**src/rtl/core_control_cycle_seq.sv**
```systemverilog
// Per-instruction cycle sequencer for the core control unit: walks each instruction
// through shift, multiply wait, multi-beat transfer, base writeback and exception cycles.
module core_control_cycle_seq #(
  parameter int XFER_W     = 5,
  parameter int MUL_CYCLES = 3
) (
  input  logic              clk,
  input  logic              rst_n,
  input  logic              bubble,
  input  logic              exception,
  input  logic              data_snd_shift_by_reg,
  input  logic              trivial_shift,
  input  logic              mul,
  input  logic              ldst,
  input  logic [XFER_W-1:0] xfer_count,
  input  logic              ldst_writeback,
  input  logic              mem_ready,
  input  logic              mem_error,
  output logic [2:0]        cycle,
  output logic [2:0]        next_cycle,
  output logic [XFER_W-1:0] xfer_idx,
  output logic              last_xfer,
  output logic              busy
);

  localparam logic [2:0] ISSUE             = 3'd0;
  localparam logic [2:0] RD_INDIRECT_SHIFT = 3'd1;
  localparam logic [2:0] WITH_SHIFT        = 3'd2;
  localparam logic [2:0] TRANSFER          = 3'd3;
  localparam logic [2:0] BASE_WRITEBACK    = 3'd4;
  localparam logic [2:0] EXCEPTION         = 3'd5;
  localparam logic [2:0] MUL               = 3'd6;

  // The counter only needs to hold MUL_CYCLES-2; keep at least one bit when MUL is never used.
  localparam int              MUL_W    = (MUL_CYCLES > 2) ? $clog2(MUL_CYCLES - 1) : 1;
  localparam logic [MUL_W-1:0] MUL_LOAD = MUL_W'((MUL_CYCLES > 2) ? (MUL_CYCLES - 2) : 0);
  localparam logic             MUL_EN   = (MUL_CYCLES > 1) ? 1'b1 : 1'b0;

  logic [XFER_W-1:0] beats_r;
  logic [MUL_W-1:0]  mul_cnt_r;
  logic [2:0]        post_issue_s;
  logic              last_s;
  logic              xfer_entry_s;
  logic              mul_entry_s;
  logic [XFER_W-1:0] beats_load_s;

  assign post_issue_s = (mul && MUL_EN) ? MUL : (ldst ? TRANSFER : ISSUE);
  assign last_s       = (cycle == TRANSFER) && (xfer_idx == (beats_r - {{(XFER_W-1){1'b0}}, 1'b1}));
  assign xfer_entry_s = (next_cycle == TRANSFER) && (cycle != TRANSFER);
  assign mul_entry_s  = (next_cycle == MUL) && (cycle != MUL);
  assign beats_load_s = (xfer_count == {XFER_W{1'b0}}) ? {{(XFER_W-1){1'b0}}, 1'b1} : xfer_count;

  // State register
  always_ff @(posedge clk or negedge rst_n) begin
    if (!rst_n) begin
      cycle <= ISSUE;
    end else begin
      cycle <= next_cycle;
    end
  end

  // Next-state decode; TRANSFER and MUL deliberately ignore bubble so they run to completion
  always_comb begin
    next_cycle = ISSUE;
    case (cycle)
      ISSUE: begin
        if (bubble)                     next_cycle = ISSUE;
        else if (exception)             next_cycle = EXCEPTION;
        else if (data_snd_shift_by_reg) next_cycle = RD_INDIRECT_SHIFT;
        else if (!trivial_shift)        next_cycle = WITH_SHIFT;
        else                            next_cycle = post_issue_s;
      end
      RD_INDIRECT_SHIFT: begin
        if (bubble)              next_cycle = ISSUE;
        else if (!trivial_shift) next_cycle = WITH_SHIFT;
        else                     next_cycle = post_issue_s;
      end
      WITH_SHIFT: begin
        if (bubble) next_cycle = ISSUE;
        else        next_cycle = post_issue_s;
      end
      MUL: begin
        if (mul_cnt_r != {MUL_W{1'b0}}) next_cycle = MUL;
        else if (ldst)                  next_cycle = TRANSFER;
        else                            next_cycle = ISSUE;
      end
      TRANSFER: begin
        if (mem_ready && mem_error)  next_cycle = EXCEPTION;
        else if (mem_ready && last_s) next_cycle = ldst_writeback ? BASE_WRITEBACK : ISSUE;
        else                          next_cycle = TRANSFER;
      end
      BASE_WRITEBACK, EXCEPTION: begin
        if (bubble) next_cycle = ISSUE;
        else        next_cycle = post_issue_s;
      end
      default: next_cycle = ISSUE;
    endcase
  end

  // Status outputs derived from state
  always_comb begin
    busy      = (next_cycle != ISSUE);
    last_xfer = last_s;
  end

  // Burst length latch and beat index; index is cleared whenever the burst is not continuing
  always_ff @(posedge clk or negedge rst_n) begin
    if (!rst_n) begin
      beats_r  <= {XFER_W{1'b0}};
      xfer_idx <= {XFER_W{1'b0}};
    end else if (xfer_entry_s) begin
      beats_r  <= beats_load_s;
      xfer_idx <= {XFER_W{1'b0}};
    end else if (next_cycle == TRANSFER) begin
      if (mem_ready && !mem_error && !last_s) begin
        xfer_idx <= xfer_idx + {{(XFER_W-1){1'b0}}, 1'b1};
      end else begin
        xfer_idx <= xfer_idx;
      end
    end else begin
      xfer_idx <= {XFER_W{1'b0}};
    end
  end

  // Multiply wait counter
  always_ff @(posedge clk or negedge rst_n) begin
    if (!rst_n) begin
      mul_cnt_r <= {MUL_W{1'b0}};
    end else if (mul_entry_s) begin
      mul_cnt_r <= MUL_LOAD;
    end else if ((cycle == MUL) && (mul_cnt_r != {MUL_W{1'b0}})) begin
      mul_cnt_r <= mul_cnt_r - {{(MUL_W-1){1'b0}}, 1'b1};
    end else begin
      mul_cnt_r <= mul_cnt_r;
    end
  end

endmodule

```
**config.mk**
```make
export PLATFORM = sky130hd
export DESIGN_NAME = core_control_cycle_seq
export DESIGN_NICKNAME = d
export VERILOG_FILES = /design/src/rtl/core_control_cycle_seq.sv
export SDC_FILE = /design/constraint.sdc
export NUM_CORES = 1
export LEC_CHECK = 0
export CORE_UTILIZATION = 38
export DETAILED_ROUTE_END_ITERATION = 16
export GPL_TIMING_DRIVEN = 1
export PLACE_DENSITY = 0.67
export SLEW_MARGIN = 20
export SYNTH_ARGS = -nofsm -noshare
export SYNTH_HDL_FRONTEND = slang
export SYNTH_SLANG_ARGS = --single-unit
```
**constraint.sdc**
```tcl
create_clock -name clk -period 4.5 [get_ports clk]
set_clock_uncertainty 0.2 [all_clocks]
set_input_delay 0.9 -clock clk [delete_from_list [all_inputs] [get_ports clk]]
set_output_delay 0.9 -clock clk [all_outputs]
set_load 0.005 [all_outputs]
```
---- Word-level counts from Yosys, hierarchy flattened ----
Index checks and enable logic that the tools add are counted.
Widths: inputs -> output; s select.
word-level totals
  register bits ........................... 14
  bits of input ports ..................... 16
  output and inout bits ................... 13
  word-level logic and storage cells ...... 53
cells by class
  $add $sub $neg .......................... 3
  equality and inequality tests ........... 12
  muxes and demuxes ....................... 19
  reductions and logical operators ........ 15
operators with widths
  cell                 count
  $mux 3               11
  $mux 5               4
  $pmux 3 s5           1
  $eq 3x3->1 const B   4
  $eq 3x2->1 const B   3
  $logic_and 1x1->1    8
  $ne 3x2->1 const B   2
  $add 5x1->5 const B  1
  $eq 5x5->1           1
  $logic_not 5->1      1
  $sub 5x1->5 const B  1
  $eq 3x1->1 const B   1
  $logic_not 3->1      1
  $ne 3x3->1 const B   1
  $reduce_bool 3->1    1
  $reduce_or 3->1      1
  $logic_not 1->1      2
  $mux 1               2
  $mux 2               1
  $reduce_bool 2->1    1
  $sub 1x1->1 const B  1

---- Longest topological paths before layout ----
Gate-level depths: netlist of the first run.
  depth in word-level cells ............... 10
  depth in mapped cells ................... 7
  depth with buffers taken out ............ 7

---- Worst setup path before layout of the first run ----
No wires, ideal clock.
  kind .................................... input port to output port
  from .................................... in exception
  to ...................................... out busy
  data arrival time ....................... 2237 ps
  data required time ...................... 3400 ps
  path slack .............................. 1163 ps
  cell stages on the path ................. 5
  path buffers ............................ 0
  path through ............................ or4b_2 a21oi_1 a311o_1 or2_1 or4b_1
on the way
  cells in the longest elaborated chain, start to end .. 4
RTL lines
  what               RTL line  text
  from (decl)        10        input logic exception,
  $mux 3             68        else if (exception) next_cycle = EXCEPTION;
  $mux 3             67        if (bubble) next_cycle = ISSUE;
  $pmux 3 s5         65        case (cycle)
  net next_cycle[2]  20        output logic [2:0] next_cycle,
  $reduce_bool 3->1  102       busy = (next_cycle != ISSUE);
  to (decl)          23        output logic busy
The timed path passes the listed nets, and every way through them passes these cells.

---- Worst setup path in the final report of the first run ----
  from .................................... in bubble
  to ...................................... out busy
on the way
  cells in the longest elaborated chain, start to end .. 3
  elaborated cells between the ends (all ways) .. 5
  those cells by class .................... mux (4); reduce/logical (1)
RTL lines
  what                              RTL line  text
  from (decl)                       9         input logic bubble,
  $mux 3, on equally long branches  --
  $pmux 3 s5 *                      65
  $reduce_bool 3->1 *               102
Every way passes the cells marked *; elsewhere a longest branch is shown, timed or not.

==> results of run 1 <==
[placed cells by master, fill, tap and decap left out, types with 4 or more instances in the layout]
master                            synthesis  routed
sky130_fd_sc_hd__dfrtp_1                 14      14
sky130_fd_sc_hd__o21ai_0                  5       5
sky130_fd_sc_hd__nand3b_1                 5       5
sky130_fd_sc_hd__nor2_1                   6       6
sky130_fd_sc_hd__a211oi_1                 4       4
sky130_fd_sc_hd__xnor2_1                  5       5
sky130_fd_sc_hd__a21oi_1                  5       5
sky130_fd_sc_hd__clkdlybuf4s50_1          0      28
sky130_fd_sc_hd__inv_1                    4       4
sky130_fd_sc_hd__nand3_1                  6       6
[logic make-up (layout without fill, tap and decap cells)]
logic type	Yosys count	after routing	share of synthesized area (%)
AOI/OAI and AO/OA	30	30	22.5
xor gates and xnor gates	6	6	5.17
adders and majority gates	2	2	2.46
buffers and inverters	8	39	3.32
DFF	14	14	34.4
muxes	5	5	5.41
and+or+nand+nor	42	42	26.7
[worst reg2reg max path: stages (launching register included)]
cell                       delay (ns)
sky130_fd_sc_hd__dfrtp_1         0.53
sky130_fd_sc_hd__or3b_1          0.44
sky130_fd_sc_hd__a211oi_1        0.27
sky130_fd_sc_hd__o21ai_1         0.16
sky130_fd_sc_hd__a21oi_2         0.32
sky130_fd_sc_hd__mux2_2          0.37
[cell usage after synthesis, types with 2 or more instances]
cell type,n,area [µm²]
sky130_fd_sc_hd__a211oi_1,4,30.0
sky130_fd_sc_hd__a21oi_1,5,25.0
sky130_fd_sc_hd__buf_2,3,15.0
sky130_fd_sc_hd__dfrtp_1,14,350
sky130_fd_sc_hd__ha_1,2,25.0
sky130_fd_sc_hd__inv_1,4,15.0
sky130_fd_sc_hd__mux2_2,3,33.8
sky130_fd_sc_hd__nand2b_1,3,18.8
sky130_fd_sc_hd__nand3_1,6,30.0
sky130_fd_sc_hd__nand3b_1,5,37.5
sky130_fd_sc_hd__nor2_1,6,22.5
sky130_fd_sc_hd__nor2b_1,2,12.5
sky130_fd_sc_hd__nor3_1,2,10.0
sky130_fd_sc_hd__o21a_1,3,22.5
sky130_fd_sc_hd__o21ai_0,5,25.0
sky130_fd_sc_hd__o21ai_1,2,10.0
sky130_fd_sc_hd__or3_1,2,12.5
sky130_fd_sc_hd__xnor2_1,5,43.8
[through the flow]
step	util [%]	cells	total power, mW	hold WS, ns
floorplan	-	107	0.445	0.282
global placement	53.6	164	0.575	0.302
detailed placement	53.6	164	0.582	0.321
CTS	55.0	168	0.675	0.342
global route	55.0	168	0.713	0.369
finish	55.0	168	0.668	0.329
[flip-flops by register name, summed over array words and instances, names as in the netlist]
register,cells
beats_r,5
xfer_idx,5
cycle,3
mul_cnt_r,1
[report_power, final]
part / internal [mW] / switching (mW) / leakage [nW]
Sequential: 0.164 / 0.0576 / 0.181
Clock: 0.0491 / 0.0389 / 0.0210
Combinational: 0.202 / 0.155 / 0.323
Total: 0.416 / 0.252 / 0.525
[per-layer routing]
layer / global-route usage [%] / wire length (µm) / vias up
met1: 28.3 / 1140 / 446
met2: 29.0 / 1150 / 32
li1: - / - / 462
met4: 5.26 / 19 / 0
met3: 5.08 / 130 / 2
met5: 0 / 0 / -
[cell type report]
type	count	area, µm²	share of cell area (%)
Multi-Input combinational cell	85	633	46.0
Sequential cell	14	350	25.5
Timing Repair Buffer	31	303	22.0
Tap cell	30	37.5	2.73
Clock buffer	4	36.3	2.64
Inverter	4	15.0	1.09
[worst min-delay path by stage]
| stage | to | startpoint | cells after the start |
|---|---|---|---|
| floorplan | beats_r[1] | beats_r[1] | 1 |
| finish | beats_r[1] | beats_r[1] | 1 |
| global route | beats_r[4] | beats_r[4] | 1 |
| global placement | beats_r[1] | beats_r[1] | 1 |
| CTS | beats_r[1] | beats_r[1] | 1 |
| detailed placement | beats_r[1] | beats_r[1] | 1 |
==> reports/summary.json, run 1 <==
{
  "cells_and_area": {
    "final_net_count": 157,
    "drive_gt1_share_pct": 13.8,
    "area_growth_pct": 35.2,
    "final_area_mm2": 0.00138,
    "fillerInstances": 243,
    "num_antenna_cells": 0
  },
  "placement": {
    "dpl-instance-area_mm2": 0.00134,
    "dp_slack_ns": 0.181,
    "gp_congestion": 0.790,
    "dpl.hpwl_um": 1890,
    "port_buffers": 28
  },
  "sta": {
    "final-hold-violation-count": 0,
    "final.setup.worst_slack_ns": 0.172,
    "slew_headroom_pct": 58.2,
    "grt_setup_unrepaired": "no",
    "maxSlewViolCount": 0,
    "clock.fmax_mhz": 231,
    "final_period_minus_worst_setup_slack_ns": 4.33,
    "timing.setup.tns_ns": 0,
    "tightestPinTransition_ns": 0.626,
    "setup-violations-final": 0,
    "post-route-period-util_pct": 96.2
  },
  "setup_path": {
    "r2r_setup_slack_ns": 2.09,
    "cp.depth": 7,
    "crit_path_max_incr_delay_ns": 0.54,
    "worstPathArrival_ns": 3.23,
    "critPathLaunch": "bubble",
    "timing.critical_path.from_type": "primary input",
    "required_ns": 3.40,
    "critical_path.reg2reg.startpoint": "cycle[1]",
    "setup.worst_path.end_class": "primary output",
    "crit_buf_inv": 2,
    "r2r.worst_path.cells": 5,
    "path_delay_family": "buffers and inverters",
    "timing_worst_setup_path_type": "primary input to primary output",
    "crit_path_cell_trace": "clkdlybuf4s50_1 > or4b_2 > a21oi_1 > a311o_1 > or2_1 > or4b_1 > clkdlybuf4s50_1",
    "crit_top_cell": "sky130_fd_sc_hd__clkdlybuf4s50_1",
    "timing.critical_path.fanout_max": 5,
    "cp-endpoint": "busy",
    "ff_to_ff_end": "beats_r[3]",
    "crit_path_top_delay_cell": "sky130_fd_sc_hd__clkdlybuf4s50_1"
  },
  "clock_tree": {
    "cts_tree": "built",
    "ctsRootBufferMaster": "sky130_fd_sc_hd__clkbuf_4",
    "tritoncts.num_buffers": 3,
    "clockBufferDepth": 2,
    "cts_num_sinks": 14,
    "post_cts.resized_instances": 0,
    "post_cts_buffers": 0,
    "clkLatencyLatePin_ns": 0.27,
    "cts_h_tree_depth": 1,
    "ctsHoldBuffers": 0,
    "path_clk_slew_ns": 0.08
  },
  "global_routing": {
    "overflow": 0,
    "antenna_violations_before_repair": 0,
    "wire_length_of_the_first_global_routing_pass_um": 4000,
    "grt_start_max_net_pins": 15,
    "via_count_of_the_first_global_routing_pass": 867,
    "total_routing_usage_gr_pct": 19.7
  },
  "route": {
    "detail_route.drc_violations": 0,
    "antenna_left": 0,
    "wire_per_inst_um": 14.5,
    "routed_via_density": 5.61,
    "route.vias.total": 942,
    "dr.first_iter.drc_count": 30,
    "drtPass1Iterations": 4,
    "wl_um": 2430
  },
  "synth": {
    "postSynthRegisterBits": 14,
    "post_synthesis_sequential_area_ratio_pct": 34.4,
    "synth_area_mm2": 0.00102,
    "post_synth_edffs": 0,
    "async_flop_share_pct": 100,
    "syn_inst": 107,
    "netlist-cell-type-count": 49,
    "yosysWarnings": 0,
    "post_synth.cell_area_avg_um2": 9.51,
    "synthesis.nets": 125,
    "postSynth.topFlopCell": "sky130_fd_sc_hd__dfrtp_1"
  },
  "floorplan": {
    "chipHeight_um": 53.7,
    "die-area_mm2": 0.00289,
    "io_pins": 29,
    "placeable_area_mm2": 0.00250,
    "width_of_the_die_um": 53.7,
    "placement_rows": 18,
    "start_util_pct": 40.7
  },
  "hold_path": {
    "hp-class": "flop to flop"
  },
  "power_and_ir_drop": {
    "powerDensity_mw_per_mm2": 485,
    "power_leakage_nw": 0.525,
    "peakVddDrop_mv": 0.344
  },
  "run": {
    "maxCapViolCount": 0
  },
  "status": {
    "run_status": "completed"
  }
}
Power figures use the tool's default switching activity.
==> inputs of run 2 (changes only) <==
--- a/config.mk
+++ b/config.mk
@@ -7,7 +7,6 @@
 export LEC_CHECK = 0
 export CORE_UTILIZATION = 38
 export DETAILED_ROUTE_END_ITERATION = 16
-export GPL_TIMING_DRIVEN = 1
 export PLACE_DENSITY = 0.67
 export SLEW_MARGIN = 20
 export SYNTH_ARGS = -nofsm -noshare
==> results of run 2 <==
No change in the layout: final DEF, timing and power equal those of run 1.
